File: src/rtl/gnrl_pipe_fifo.sv
// rtl/gnrl_pipe_fifo.sv - DP-entry valid/ready buffering stage with optional same-cycle bypass (GNRL_PIPE_FIFO_BYPASS_EN)
module gnrl_pipe_fifo #(
  parameter int DW        = 32,
  parameter int DP        = 2,
  parameter int CUT_READY = 0
) (
  input  logic                       clk,
  input  logic                       rst_n,
  input  logic                       i_vld,
  output logic                       i_rdy,
  input  logic [DW-1:0]              i_dat,
  output logic                       o_vld,
  input  logic                       o_rdy,
  output logic [DW-1:0]              o_dat,
  output logic [$clog2(DP+1)-1:0]    cnt,
  output logic                       full,
  output logic                       empty
);

  // Pointer width stays at least one bit so DP=1 still has a legal index.
  localparam int PW = (DP > 1) ? $clog2(DP) : 1;
  localparam int CW = $clog2(DP + 1);
  localparam logic [PW-1:0] PTR_LAST = PW'(DP - 1);
  localparam logic [CW-1:0] CNT_FULL = CW'(DP);

  logic [DW-1:0] mem [DP];
  logic [PW-1:0] wptr;
  logic [PW-1:0] rptr;
  logic [CW-1:0] cnt_r;
  logic [CW-1:0] cnt_nxt;
  logic          push;
  logic          pop;

  // Pointers wrap with an explicit compare so non-power-of-two depths work.
  function automatic logic [PW-1:0] ptr_inc(input logic [PW-1:0] p);
    return (p == PTR_LAST) ? '0 : p + 1'b1;
  endfunction

  assign full  = (cnt_r == CNT_FULL);
  assign empty = (cnt_r == '0);
  assign cnt   = cnt_r;

  // Ready cutting: CUT_READY=1 keeps i_rdy off the o_rdy path entirely.
  generate
    if (CUT_READY != 0) begin : g_cut_ready
      assign i_rdy = ~full;
    end else begin : g_pass_ready
      assign i_rdy = ~full | o_rdy;
    end
  endgenerate

`ifdef GNRL_PIPE_FIFO_BYPASS_EN
  // An empty stage presents the incoming beat directly; if it is taken the
  // same cycle it never touches the array, otherwise it is stored and held.
  always_comb begin
    o_vld = ~empty | i_vld;
    o_dat = empty ? i_dat : mem[rptr];
    push  = i_vld & i_rdy & ~(empty & o_rdy);
    pop   = ~empty & o_rdy;
  end
`else
  // Registered-only output: a beat is visible one cycle after it is pushed.
  always_comb begin
    o_vld = ~empty;
    o_dat = mem[rptr];
    push  = i_vld & i_rdy;
    pop   = o_vld & o_rdy;
  end
`endif

  // Occupancy moves by push minus pop; simultaneous push+pop leaves it alone.
  always_comb begin
    cnt_nxt = cnt_r + CW'(push) - CW'(pop);
  end

  // Control state: reset discards any in-flight entries.
  always_ff @(posedge clk or negedge rst_n) begin
    if (!rst_n) begin
      wptr  <= '0;
      rptr  <= '0;
      cnt_r <= '0;
    end else begin
      if (push) begin
        wptr <= ptr_inc(wptr);
      end
      if (pop) begin
        rptr <= ptr_inc(rptr);
      end
      cnt_r <= cnt_nxt;
    end
  end

  // Storage array is written only on push and is deliberately not reset.
  always_ff @(posedge clk) begin
    if (push) begin
      mem[wptr] <= i_dat;
    end
  end

endmodule
File: config.mk
export PLATFORM = sky130hd
export DESIGN_NAME = gnrl_pipe_fifo
export DESIGN_NICKNAME = d
export VERILOG_FILES = /design/src/rtl/gnrl_pipe_fifo.sv
export SDC_FILE = /design/constraint.sdc
export NUM_CORES = 1
export LEC_CHECK = 0
export ABC_CLOCK_PERIOD_IN_PS = 2650
export CAP_MARGIN = 15
export CORE_MARGIN = 4
export CORE_UTILIZATION = 45
export DETAILED_ROUTE_END_ITERATION = 8
export HOLD_SLACK_MARGIN = 0.15
export PLACE_DENSITY = 0.76
export SETUP_SLACK_MARGIN = 0.1
export SYNTH_ARGS = -nofsm -noshare
export SYNTH_HDL_FRONTEND = slang
export SYNTH_SLANG_ARGS = --single-unit
File: constraint.sdc
create_clock -name clk -period 2.65 [get_ports clk]
set_input_delay 0.795 -clock clk [delete_from_list [all_inputs] [get_ports clk]]
set_output_delay 0.795 -clock clk [all_outputs]
set_load 0.1 [all_outputs]
==> results of run 1 <==
==> logic make-up after synthesis <==
kind of cell / after synthesis / share of synthesized area
compound gates: 2 / 0.005612
xor+xnor: 3 / 0.009819
flops: 68 / 0.7555
simple gates: 9 / 0.02571
buf+inv: 7 / 0.01870
mux: 32 / 0.1753
fa+ha+maj: 2 / 0.009349
==> registers in the layout, summed over array words and instances, names as in the netlist <==
signal and flops:
wptr 1, mem 64, rptr 1, cnt 2
==> final timing paths <==
check	startpoint	end	slack, ns
min in group asynchronous	rst_n	wptr	0.67
worst max-delay path	rptr	o_dat[5]	0.29
worst min register to register	cnt[1]	cnt[1]	0.56
max in group asynchronous	rst_n	cnt[0]	1.79
worst min-delay path	cnt[1]	cnt[1]	0.56
worst max register to register	cnt[1]	mem[1][3]	0.85
==> metal layers <==
layer	part of all wire	vias to the layer above
met5	0	-
met1	0.35	669
met3	0.064	10
met4	0.020	0
li1	-	646
met2	0.56	45
==> worst max-delay path: cells and delay by family, from the launching register on <==
| kind | cells | cell delay (ns) |
|---|---|---|
| muxes | 1 | 0.36 |
| buffers and inverters | 2 | 0.52 |
| DFF | 1 | 0.35 |
==> what timing repair did <==
item                                    in CTS  in global routing
endpoints found under the setup margin       1                  0
setup buffers                                1                  0
endpoints found under the hold margin        0                  0
resized for setup                            1                  0
==> layout by cell type (no fill, tap or decap), types with 2 or more instances in the layout <==
cell	synthesis	final
edfxtp_1	64	64
clkdlybuf4s50_1	0	34
buf_12	0	34
mux2_4	29	29
clkbuf_8	0	9
buf_4	0	9
mux2_1	3	3
dfrtp_2	0	3
clkinvlp_4	0	2
xnor2_1	2	2
nand2b_1	2	2
ha_1	2	2
bufinv_16	0	2
clkbuf_1	0	2
==> metrics by stage <==
step                      instances  hold slack [ns]  TNS (ns)
after floorplan                 123           0.4994         0
after global placement          268           0.5209         0
after detailed placement        268           0.5582   -0.1522
after CTS                       285           0.5652         0
after global routing            285           0.5968         0
final                           285           0.5583         0
==> area by class of cell <==
class,instances,area [µm²]
Timing Repair Buffer,78,1097
Sequential cell,68,2026
Multi-Input combinational cell,48,618.1
Tap cell,72,90.09
Inverter,3,15.01
Fill cell,336,1588
Clock inverter,5,76.32
Clock buffer,11,131.4
==> flow_metrics.env, run 1 <==
export IMPL_diodes=0
export IMPL_worst_slack_ns=0.2909
export IMPL_grt_first_pass_wirelength_um=7866
export IMPL_synth_seq_cells=68
export IMPL_fin_skew_ns=0.008821
export IMPL_htreeDepth=3
export IMPL_slew_violations=0
export IMPL_cp_start_kind="flip-flop"
export IMPL_clk_transition_reported_paths_ns=0.06
export IMPL_avgSynthCellArea_um2=21.76
export IMPL_hpwl_um=3604
export IMPL_core_um2=5642
export IMPL_layout_drive_gt1_share=0.4460
export IMPL_grt_usage=0.1464
export IMPL_synth_ff_type="edfxtp_1"
export IMPL_r2r_cells=3
export IMPL_wire_per_inst_um=17.28
export IMPL_arrival_ns=1.56
export IMPL_grt_pass1_vias=1520
export IMPL_grt_busiest_layer="met2"
export IMPL_stdcell_area_um2=4054
export IMPL_drt_total_wl_um=4925
export IMPL_ys_warn_count=0
export IMPL_area_growth_pct=51.47
export IMPL_period_share=0.8902
export IMPL_tightestPinTransition_ns=0.7477
export IMPL_cap_violations=0
export IMPL_grt_max_degree=33
export IMPL_crit_path_end_kind="output pin"
export IMPL_finalHoldViolations=0
export IMPL_setup_viol=0
export IMPL_yosysTopAreaCell="edfxtp_1"
export IMPL_start_util=0.4744
export IMPL_grt_ovfl_total=0
export IMPL_yosysSeqAreaShare=0.7555
export IMPL_synthCells=123
export IMPL_synthArstFlopShare=0.05882
export IMPL_synth_nets=161
export IMPL_die_y_um=85.12
export IMPL_rows=27
export IMPL_drt_iter0_drc=84
export IMPL_dpl_cell_area_um2=3840
export IMPL_portBuffers=73
export IMPL_synth_area_top_cells="edfxtp_1 72%, mux2_4 16%, dfrtp_1 3.7%"
export IMPL_die_area_um2=7245
export IMPL_clockBufferDepth=2
export IMPL_first_pass_iters=2
export IMPL_gp_congestion=0.7411
export IMPL_cts_made_buffers=9
export IMPL_path_max_fanout=20
export IMPL_routed_via_density=4.807
export IMPL_synth_commonest_cells="64 x edfxtp_1, 29 x mux2_4, 4 x dfrtp_1, 3 x buf_6, 3 x mux2_1"
export IMPL_hold_class="reg2reg"
export IMPL_dp_slack_ns=-0.01797
export IMPL_status="complete, no violations"
export IMPL_rsz0062_at_grt="false"
export IMPL_worst_setup_path_type="reg2out"
export IMPL_ant_nets=0
export IMPL_yosysMostFrequentCell="edfxtp_1"
export IMPL_via_count=1370
export IMPL_grt_antenna_before_repair=0
export IMPL_clock_latency_ns=0.34
export IMPL_cp_required_ns=1.86
export IMPL_use_met2=0.2592
export IMPL_whs_path_depth=1
export IMPL_ios=74
export IMPL_path_cells="buf_4 -> mux2_4 -> buf_12"
export IMPL_max_freq_ghz=0.4239
export IMPL_synth_distinct_cells=21
export IMPL_cts_hold_buf=0
export IMPL_finish_utilization=0.7186
export IMPL_relSlewSlack=0.5015
export IMPL_grt_use_met3=0.05922
export IMPL_clk_root_buffer_cell="clkbuf_8"
export IMPL_finalNetCount=246
export IMPL_cts_tree="built"
export IMPL_period_needed_ns=2.359
export IMPL_drc=0
export IMPL_slowest_stage="mux2_4"
export IMPL_die_w_um=85.12
export IMPL_synth_edf_count=64
export IMPL_use_met1=0.1551
export IMPL_netlist_area_um2=2676
export IMPL_cp_slowest_stage_delay_ns=0.36
export IMPL_numClockSinks=68
export IMPL_synth_top_area_frac=0.7181
Power of run 1 is left out: the tool's default activity adds up to more than one toggle a clock period on the data nets, which glitch-free logic cannot reach.
==> run 2, diff against run 1 <==
- SLEW_MARGIN: default -> 10
==> results of run 2 <==
Same layout as run 1: the final DEF is identical, and so are final timing and power.
Power of run 2 is left out for the same reason.
